`config.mk`:
```
export PLATFORM = sky130hd
export DESIGN_NAME = ic_irq_controller
export DESIGN_NICKNAME = d
export VERILOG_FILES = /design/src/rtl/ic_irq_controller.sv
export SDC_FILE = /design/constraint.sdc
export NUM_CORES = 1
export LEC_CHECK = 0
export CORE_MARGIN = 4
export CORE_UTILIZATION = 44
export DETAILED_ROUTE_END_ITERATION = 7
export GPL_ROUTABILITY_DRIVEN = 0
export GPL_TIMING_DRIVEN = 0
export PLACE_DENSITY = 0.77
export SLEW_MARGIN = 40
export SYNTH_ARGS = -nofsm -noshare
export SYNTH_HDL_FRONTEND = slang
export SYNTH_SLANG_ARGS = --single-unit
```
`constraint.sdc`:
```
create_clock -name clk -period 1.47 [get_ports clk]
set_clock_uncertainty 0.05 [all_clocks]
set_input_delay 0.147 -clock clk [delete_from_list [all_inputs] [get_ports clk]]
set_output_delay 0.147 -clock clk [all_outputs]
set_load 0.05 [all_outputs]
```
`src/rtl/ic_irq_controller.sv`:
```
// ---------------------------------------------------------------------------
// ic_irq_controller
//
// Interrupt controller stage feeding the processor model. Rising edges on
// the interrupt sources are latched as pending. A software mask hides sources
// from arbitration without discarding them. The lowest-index unmasked pending
// source is presented to the processor with a hold-until-ack handshake. A
// request that is never acknowledged is withdrawn after TIMEOUT cycles, the
// sticky timeout_err flag is set, and the source is retried later.
//
// Optional feature (build macro IC_DROP_CNT_EN):
//   defined   - drop_cnt counts coalesced edges, meaning edges that land on
//               bits that are already pending. It saturates at 8'hFF.
//   undefined - drop_cnt is tied to 0 and no counter logic is built.
//
// Ports:
//   clk          in   clock
//   rst          in   asynchronous reset, active-high
//   irq_src      in   [NUM_IRQ] interrupt sources, synchronous, edge-sensitive
//   mask_wr      in   mask write strobe
//   mask_data    in   [NUM_IRQ] new mask value; a 1 disables that source
//   ack          in   one-cycle acknowledge from the processor
//   irq_out      out  interrupt request to the processor
//   irq_id_out   out  [ID_W] ID of the in-flight request
//   pending      out  [NUM_IRQ] pending register, shown without the mask
//   timeout_err  out  sticky flag, set when a request times out
//   drop_cnt     out  [8] coalesced-edge counter
// ---------------------------------------------------------------------------
module ic_irq_controller #(
    parameter int NUM_IRQ = 8,
    parameter int ID_W    = 3,
    parameter int TIMEOUT = 32
) (
    input  logic               clk,
    input  logic               rst,
    input  logic [NUM_IRQ-1:0] irq_src,
    input  logic               mask_wr,
    input  logic [NUM_IRQ-1:0] mask_data,
    input  logic               ack,
    output logic               irq_out,
    output logic [ID_W-1:0]    irq_id_out,
    output logic [NUM_IRQ-1:0] pending,
    output logic               timeout_err,
    output logic [7:0]         drop_cnt
);

    typedef enum logic {
        IDLE = 1'b0,
        REQ  = 1'b1
    } state_t;

    // The last REQ cycle is the one in which the counter reads TIMEOUT-1.
    localparam logic [7:0] TO_LAST = 8'(TIMEOUT - 1);

    state_t             state_q,       state_d;
    logic [NUM_IRQ-1:0] prev_q;
    logic [NUM_IRQ-1:0] pending_q,     pending_d;
    logic [NUM_IRQ-1:0] mask_q,        mask_d;
    logic               irq_out_q,     irq_out_d;
    logic [ID_W-1:0]    irq_id_q,      irq_id_d;
    logic [7:0]         cnt_q,         cnt_d;
    logic               timeout_err_q, timeout_err_d;

    logic [NUM_IRQ-1:0] edge_det;
    logic [NUM_IRQ-1:0] cand;
    logic [NUM_IRQ-1:0] clr;
    logic [ID_W-1:0]    winner;

`ifdef IC_DROP_CNT_EN
    logic [7:0] drop_cnt_q, drop_cnt_d;

    // Adds without wrapping. The counter holds at 8'hFF once it gets there.
    function automatic logic [7:0] sat_add8(input logic [7:0] a, input logic [3:0] b);
        logic [8:0] s;
        s = {1'b0, a} + {5'b0, b};
        return s[8] ? 8'hFF : s[7:0];
    endfunction
`endif

    always_comb begin
        edge_det = irq_src & ~prev_q;
        cand     = pending_q & ~mask_q;

        // Scan from the top down so that the lowest set index wins.
        winner = '0;
        for (int i = NUM_IRQ - 1; i >= 0; i--) begin
            if (cand[i]) begin
                winner = ID_W'(i);
            end
        end

        clr           = '0;
        state_d       = state_q;
        irq_out_d     = irq_out_q;
        irq_id_d      = irq_id_q;
        cnt_d         = cnt_q;
        timeout_err_d = timeout_err_q;
        mask_d        = mask_wr ? mask_data : mask_q;

        case (state_q)
            IDLE: begin
                if (|cand) begin
                    state_d   = REQ;
                    irq_out_d = 1'b1;
                    irq_id_d  = winner;
                    cnt_d     = '0;
                end
            end
            REQ: begin
                // The ack is checked first, so an ack in the final cycle
                // is not reported as a timeout.
                if (ack) begin
                    clr[irq_id_q] = 1'b1;
                    irq_out_d     = 1'b0;
                    state_d       = IDLE;
                end else if (cnt_q == TO_LAST) begin
                    irq_out_d     = 1'b0;
                    timeout_err_d = 1'b1;
                    state_d       = IDLE;
                end else begin
                    cnt_d = cnt_q + 8'd1;
                end
            end
            default: state_d = IDLE;
        endcase

        // A new edge is OR-ed in after the ack clear, so the new edge takes
        // priority and the bit stays pending.
        pending_d = (pending_q & ~clr) | edge_det;

`ifdef IC_DROP_CNT_EN
        drop_cnt_d = sat_add8(drop_cnt_q, 4'($countones(edge_det & pending_q)));
`endif
    end

    always_ff @(posedge clk or posedge rst) begin
        if (rst) begin
            state_q       <= IDLE;
            prev_q        <= '0;
            pending_q     <= '0;
            mask_q        <= '0;
            irq_out_q     <= 1'b0;
            irq_id_q      <= '0;
            cnt_q         <= '0;
            timeout_err_q <= 1'b0;
`ifdef IC_DROP_CNT_EN
            drop_cnt_q    <= '0;
`endif
        end else begin
            state_q       <= state_d;
            prev_q        <= irq_src;
            pending_q     <= pending_d;
            mask_q        <= mask_d;
            irq_out_q     <= irq_out_d;
            irq_id_q      <= irq_id_d;
            cnt_q         <= cnt_d;
            timeout_err_q <= timeout_err_d;
`ifdef IC_DROP_CNT_EN
            drop_cnt_q    <= drop_cnt_d;
`endif
        end
    end

    assign irq_out     = irq_out_q;
    assign irq_id_out  = irq_id_q;
    assign pending     = pending_q;
    assign timeout_err = timeout_err_q;
`ifdef IC_DROP_CNT_EN
    assign drop_cnt    = drop_cnt_q;
`else
    assign drop_cnt    = 8'd0;
`endif

endmodule

```
# After elaboration in Yosys (flattened, before gate mapping)

Index checks and enable logic that the tools add are counted.

Add/sub/neg operators: 1
Multiply operators: 0
Divide/modulo/power cells: 0
Magnitude comparators: 2
Equality and inequality tests: 5
Shift operators: 0
Muxes and demuxes: 24
Bitwise operators: 9
Reduce and logical (&&, ||, !) cells: 6

Operator list:

| cell                                                                   | number |
|---|---|
| 8-bit 2-to-1 mux                                                       | 5 |
| 8-bit AND                                                              | 3 |
| 3-bit 2-to-1 mux                                                       | 8 |
| 8-bit NOT                                                              | 3 |
| 8-bit one-hot mux with 2 select lines                                  | 1 |
| 8-bit by 1-bit adder with 8-bit output (second input constant)         | 1 |
| 8-bit by 5-bit equality test with 1-bit output (second input constant) | 1 |
| 8-bit OR                                                               | 1 |
| 8-bit OR reduction                                                     | 1 |
| 1-bit 2-to-1 mux                                                       | 7 |
| 2-bit != test (second input constant)                                  | 3 |
| 3-bit AND reduction                                                    | 2 |
| 3-bit by 4-bit < comparator with 1-bit output (second input constant)  | 1 |
| 1-bit one-hot mux with 2 select lines                                  | 2 |
| 2-bit AND reduction                                                    | 2 |
| 1-bit demux with 3-bit select                                          | 1 |
| 3-bit by 1-bit >= comparator with 1-bit output (second input constant) | 1 |
| 3-bit by 2-bit != test with 1-bit output (second input constant)       | 1 |
| 1-bit NOT                                                              | 2 |
| 1-bit logical AND                                                      | 1 |

Bits in registers: 38
Bits in latches: 0
RAM bits: 0
Memory bits (read-only): 0
Input port bits: 20
Output and inout port bits: 21
Logic and storage cells: 55
Memories kept: 0

# Logic depth before layout (Yosys ltp)

Gate-level depths: netlist of run 1.

Depth in word-level cells: 10
Depth in mapped cells: 5
Mapped depth without buffers: 5

# Least setup slack after synthesis of run 1

No wires, ideal clock.

Kind: flip-flop to flip-flop
Start: reg pending_q[7] (netlist: pending[7])
End: reg irq_id_q[0] (netlist: irq_id_out[0])
Setup time: 79 ps
Arrival time: 1556 ps
Data required time: 1341 ps
Setup slack: -215 ps
Cell stages (with the launch flop): 6
Buffers on the path: 1
Period minus slack after synthesis: 1685 ps
Cell sequence: dfrtp_1 nor2b_1 nor4_4 a31oi_1 buf_4 mux2i_1

Longest elaborated chain between the ends: 9
Elaborated cells on any way between the ends: 11
Classes of those cells: 8 x mux; 1 x bitwise; 2 x reduce/logical

RTL lines:

| element                        | RTL line | RTL |
|---|---|---|
| start, declared                | 57       | `logic [NUM_IRQ-1:0] pending_q, pending_d;` |
| start signal, assigned         | 152      | `pending_q <= pending_d;` |
| 8-bit AND *                    | 82       | `cand = pending_q & ~mask_q;` |
| 3-bit 2-to-1 mux (8 in series) | 87       | `if (cand[i]) begin` |
| end signal, assigned           | 155      | `irq_id_q <= irq_id_d;` |
| end, declared                  | 60       | `logic [ID_W-1:0] irq_id_q, irq_id_d;` |

Every way passes the cells marked *; elsewhere a longest branch is shown, timed or not.
A chain may end at the register's enable or synchronous reset.

# Worst setup path in the final report of run 1

Start: reg pending_q[6] (netlist: pending[6])
End: reg irq_out_q (netlist: irq_out)

Longest elaborated chain between the ends: 4

RTL lines:

| element                              | RTL line | RTL |
|---|---|---|
| 8-bit AND                            | 82       |  |
| 8-bit OR reduction                   | 102      | `if (\|cand) begin` |
| 2-bit != test (no source line)       | --       |  |
| 2-bit AND reduction (no source line) | --       |  |
| end signal, assigned                 | 154      | `irq_out_q <= irq_out_d;` |
| end, declared                        | 59       | `logic irq_out_q, irq_out_d;` |

No other way between the ends.

==> flow_summary.html, run 1 <==
<table>
<tr><th>Metric</th><th>Value</th></tr>
<tr><th colspan="2">Critical path</th></tr>
<tr><td>Critical path capture point type</td><td>register</td></tr>
<tr><td>Largest fanout of any net on the critical path</td><td>5</td></tr>
<tr><td>Cell depth of the worst flop-to-flop path</td><td>5</td></tr>
<tr><td>Arrival time at the worst endpoint</td><td>1.62 ns</td></tr>
<tr><td>CP startpoint kind</td><td>register</td></tr>
<tr><td>Data required time at the worst endpoint</td><td>1.59 ns</td></tr>
<tr><td>Path type of the worst setup path</td><td>reg -&gt; reg</td></tr>
<tr><th colspan="2">Yosys</th></tr>
<tr><td>Biggest area consumer among synthesized cells</td><td>sky130_fd_sc_hd__dfrtp_1</td></tr>
<tr><td>Library cell with the highest instance count after synthesis</td><td>sky130_fd_sc_hd__dfrtp_1</td></tr>
<tr><td>Combinational family with the most area after synthesis</td><td>simple AND/OR/NAND/NOR gates</td></tr>
<tr><td>Synth top area cells</td><td>sky130_fd_sc_hd__dfrtp_1, sky130_fd_sc_hd__o21ai_0, sky130_fd_sc_hd__mux2_2</td></tr>
<tr><td>Post-Synth XOR/XNOR Area</td><td>less than 1%</td></tr>
<tr><td>Post-Synthesis Mean Instance Area</td><td>10.73 um^2</td></tr>
<tr><td>Library cells used by synthesis</td><td>40</td></tr>
<tr><td>Synthesis warning total</td><td>0</td></tr>
<tr><td>Top flip-flop cell by instance count after synthesis</td><td>sky130_fd_sc_hd__dfrtp_1</td></tr>
<tr><td>Most frequent cells after synthesis</td><td>sky130_fd_sc_hd__dfrtp_1, sky130_fd_sc_hd__o21ai_0, sky130_fd_sc_hd__inv_1, sky130_fd_sc_hd__nand2_1</td></tr>
<tr><td>Yosys top cell area share</td><td>54.05%</td></tr>
<tr><td>Gate Count Post-Synth</td><td>164</td></tr>
<tr><td>Post-synthesis mux area share</td><td>5.050%</td></tr>
<tr><td>Total of flip-flops plus latches after synthesis</td><td>38</td></tr>
<tr><td>Complex-gate fraction of the synthesized area</td><td>15.29%</td></tr>
<tr><td>Register area share after synthesis</td><td>54.05%</td></tr>
<tr><td>Post-synthesis share of cell area spent on full adders, half adders and majority gates</td><td>0.7112%</td></tr>
<tr><td>Async set or reset register ratio after synthesis</td><td>100.0%</td></tr>
<tr><td>Simple-gate share of the synthesized area</td><td>between 10% and 20%</td></tr>
<tr><td>Cell area after synthesis</td><td>1759 um^2</td></tr>
<tr><td>Number of flops mapped to enable cells by yosys</td><td>0</td></tr>
<tr><th colspan="2">Min path</th></tr>
<tr><td>Worst hold path class</td><td>in -&gt; async</td></tr>
<tr><th colspan="2">Global route</th></tr>
<tr><td>Pin count of the biggest net entering global routing</td><td>22</td></tr>
<tr><td>Overall track demand over capacity in global routing</td><td>about 15%</td></tr>
<tr><td>Antenna violations before repair</td><td>0</td></tr>
<tr><td>Total grt overflow</td><td>0</td></tr>
<tr><td>First-pass GRT wire length</td><td>6023 um</td></tr>
<tr><td>Vias in the first global route</td><td>1330</td></tr>
<tr><th colspan="2">Clock network</th></tr>
<tr><td>Deepest level of the CTS H-tree</td><td>2</td></tr>
<tr><td>Total of hold buffers inserted after clock tree synthesis</td><td>0</td></tr>
<tr><td>Clock insertion delay at the later pin of the skew report</td><td>0.28 ns</td></tr>
<tr><td>Total clock buffers created by CTS</td><td>5</td></tr>
<tr><td>Root buf cell</td><td>sky130_fd_sc_hd__clkbuf_8</td></tr>
<tr><td>Maximum buffer depth of the clock tree</td><td>2</td></tr>
<tr><td>Clock transition at the registers of the reported paths</td><td>0.07 ns</td></tr>
<tr><td>Total clock sinks</td><td>38</td></tr>
<tr><td>CTS tree</td><td>done</td></tr>
<tr><th colspan="2">Power and ir drop</th></tr>
<tr><td>Leakage power summed over all cells</td><td>1.086 nW</td></tr>
<tr><td>Maximum ir drop on the vdd rail</td><td>1524 uV</td></tr>
<tr><td>Total power</td><td>between 3 and 4 mW</td></tr>
<tr><td>Total power per unit cell area</td><td>between 1500 and 2000 nW/um^2</td></tr>
<tr><th colspan="2">Timing</th></tr>
<tr><td>Final worst path period share</td><td>102.2%</td></tr>
<tr><td>Number of failing setup endpoints in the final timing report</td><td>3</td></tr>
<tr><td>Final critical path time including I/O delays and setup</td><td>~1.5 ns</td></tr>
<tr><td>Hold violation count in the final report</td><td>0</td></tr>
<tr><td>Maximum clock frequency</td><td>0.6658 GHz</td></tr>
<tr><td>Unrepaired setup endpoints after global routing</td><td>yes</td></tr>
<tr><td>Max Slew Vio Count</td><td>0</td></tr>
<tr><td>Setup WS post-layout</td><td>-0.03190 ns</td></tr>
<tr><th colspan="2">Layout</th></tr>
<tr><td>Layout cell share with drive strength beyond 1</td><td>29.09%</td></tr>
<tr><td>Number of nets in the layout</td><td>240</td></tr>
<tr><td>Synth-to-Final Area Change</td><td>38.41%</td></tr>
<tr><td>Final non-filler cell area</td><td>2435 um^2</td></tr>
<tr><td>N_diodes</td><td>0</td></tr>
<tr><th colspan="2">Floorplanning</th></tr>
<tr><td>Std-Cell Core Area</td><td>roughly 3800 um^2</td></tr>
<tr><td>Initial cell density of the core</td><td>46.65%</td></tr>
<tr><td>Floorplan die height</td><td>71.23 um</td></tr>
<tr><td>Die width</td><td>71.23 um</td></tr>
<tr><td>Row count</td><td>22</td></tr>
<tr><td>IO Count</td><td>41</td></tr>
<tr><td>Die Outline Area</td><td>5074 um^2</td></tr>
<tr><th colspan="2">Place</th></tr>
<tr><td>Placement-stage worst setup slack</td><td>-0.2245 ns</td></tr>
<tr><td>Area post-placement</td><td>2211 um^2</td></tr>
<tr><td>Buffers added on ports</td><td>31</td></tr>
<tr><td>DP Wirelength</td><td>2527 um</td></tr>
<tr><th colspan="2">Routing</th></tr>
<tr><td>Routed via count divided by cell count</td><td>~4.9</td></tr>
<tr><td>Post-route ant nets</td><td>0</td></tr>
<tr><td>Total Routed Length</td><td>3712 um</td></tr>
<tr><td>Via count of the routed design</td><td>~1300</td></tr>
<tr><td>Detailed-route wire length per cell</td><td>13.85 um</td></tr>
<tr><td>DRC marker count from the first detailed-route iteration</td><td>67</td></tr>
<tr><td>Length of the first detailed-routing pass in iterations</td><td>4</td></tr>
<tr><td>DRC violation count after routing</td><td>0</td></tr>
<tr><th colspan="2">Run status</th></tr>
<tr><td>Failing checks</td><td>negative setup slack</td></tr>
<tr><td>Status</td><td>complete, but fails checks</td></tr>
<tr><th colspan="2">Run</th></tr>
<tr><td>Max-cap viol count</td><td>0</td></tr>
</table>
## layer usage
metal | routed length (um) | up-vias | GRT usage, %
li1 | - | 659 | -
met1 | 1614 | 633 | 19.20
met2 | 1947 | 31 | 25.71
met3 | 136 | 2 | 3.787
met4 | 13 | 0 | 5.010
met5 | 0 | - | 0
## stage by stage
stage / std cells / utilization (%) / hold WS [ns] / setup TNS, ns
floorplan: 171 / - / 0.1284 / -0.1888
global placement: 250 / 57.90 / 0.3523 / -17.73
detailed placement: 251 / 58.63 / 0.3561 / -1.214
CTS: 266 / 63.44 / 0.1740 / -0.09024
global route: 268 / 64.57 / 0.2083 / -0.7500
finish: 268 / 64.57 / 0.1547 / -0.05689
## repair_timing
action                                  CTS  global route
pin swaps                                 2             8
gates resized for setup                  23             9
endpoints found under the setup margin   23            14
buffers inserted                          6             1
gates cloned                              1             1
## registers in the layout, indices dropped and copies added (netlist names)
signal and count:
pending 8, state_q 1, prev_q 8, mask_q 8
timeout_err 1, irq_id_out 3, cnt_q 8, irq_out 1
## layout make-up
type	instances	area, um^2
buffer	11	82.58
clock buffer	8	80.08
fill	312	1336
inverter	13	48.80
multi-input combinational	110	805.8
sequential	38	960.9
tap	48	60.06
timing repair buffer	40	396.6
## worst paths after layout
path | startpoint | endpoint | slack [ns]
max | pending[6]$_DFF_PP0_ | irq_out$_DFFE_PP0P_ | -0.03
max in group asynchronous | rst | pending[1]$_DFF_PP0_ | 0.75
min | rst | prev_q[7]$_DFF_PP0_ | 0.15
min in group clk | mask_wr | mask_q[2]$_DFFE_PP0P_ | 0.25
max reg2reg | pending[6]$_DFF_PP0_ | irq_out$_DFFE_PP0P_ | -0.03
min reg2reg | prev_q[5]$_DFF_PP0_ | pending[5]$_DFF_PP0_ | 0.36
## critical path, stage by stage (launching register included)
cell and delay (ns):
sky130_fd_sc_hd__dfrtp_2 0.43, sky130_fd_sc_hd__nor2b_4 0.14, sky130_fd_sc_hd__nor4_4 0.30, sky130_fd_sc_hd__a31oi_2 0.16, sky130_fd_sc_hd__buf_6 0.16, sky130_fd_sc_hd__a21o_1 0.15
## cell usage in the layout (no fill, tap or decap), types with 5 or more instances in the layout
cell type / count
sky130_fd_sc_hd__dfrtp_1: 30
sky130_fd_sc_hd__clkdlybuf4s50_1: 18
sky130_fd_sc_hd__o21ai_0: 17
sky130_fd_sc_hd__buf_4: 14
sky130_fd_sc_hd__inv_1: 12
sky130_fd_sc_hd__dlygate4sd2_1: 11
sky130_fd_sc_hd__nand2_1: 10
sky130_fd_sc_hd__conb_1: 8
sky130_fd_sc_hd__dfrtp_2: 8
sky130_fd_sc_hd__nand2b_1: 7
sky130_fd_sc_hd__mux2_2: 7
sky130_fd_sc_hd__clkbuf_8: 5
## logic make-up (layout without fill, tap and decap cells)
family                   count (synthesis)  after routing
AND/OR/NAND/NOR                         49             49
multiplexers                             8              8
XOR/XNOR                                 1              1
buffers and inverters                   24             72
other                                    1              8
flip-flops                              38             38
AO/OA/AOI/OAI                           42             43
adder cells (fa/ha/maj)                  1              1
## power breakdown
group / leakage [nW] / internal, mW / switching (mW)
registers: 0.440 / 1.28 / 0.248
logic: 0.607 / 0.671 / 1.07
clock network: 0.0395 / 0.337 / 0.331
No activity file was read; power rests on OpenSTA's default activity.
==> inputs of run 2 (changes only) <==
--- a/config.mk
+++ b/config.mk
@@ -7,6 +7,7 @@
 export LEC_CHECK = 0
 export CORE_MARGIN = 4
 export CORE_UTILIZATION = 44
+export CTS_CLUSTER_DIAMETER = 200
 export DETAILED_ROUTE_END_ITERATION = 7
 export GPL_ROUTABILITY_DRIVEN = 0
 export GPL_TIMING_DRIVEN = 0
==> results of run 2 <==
The final DEF is identical to that of run 1; final timing and power are the same.
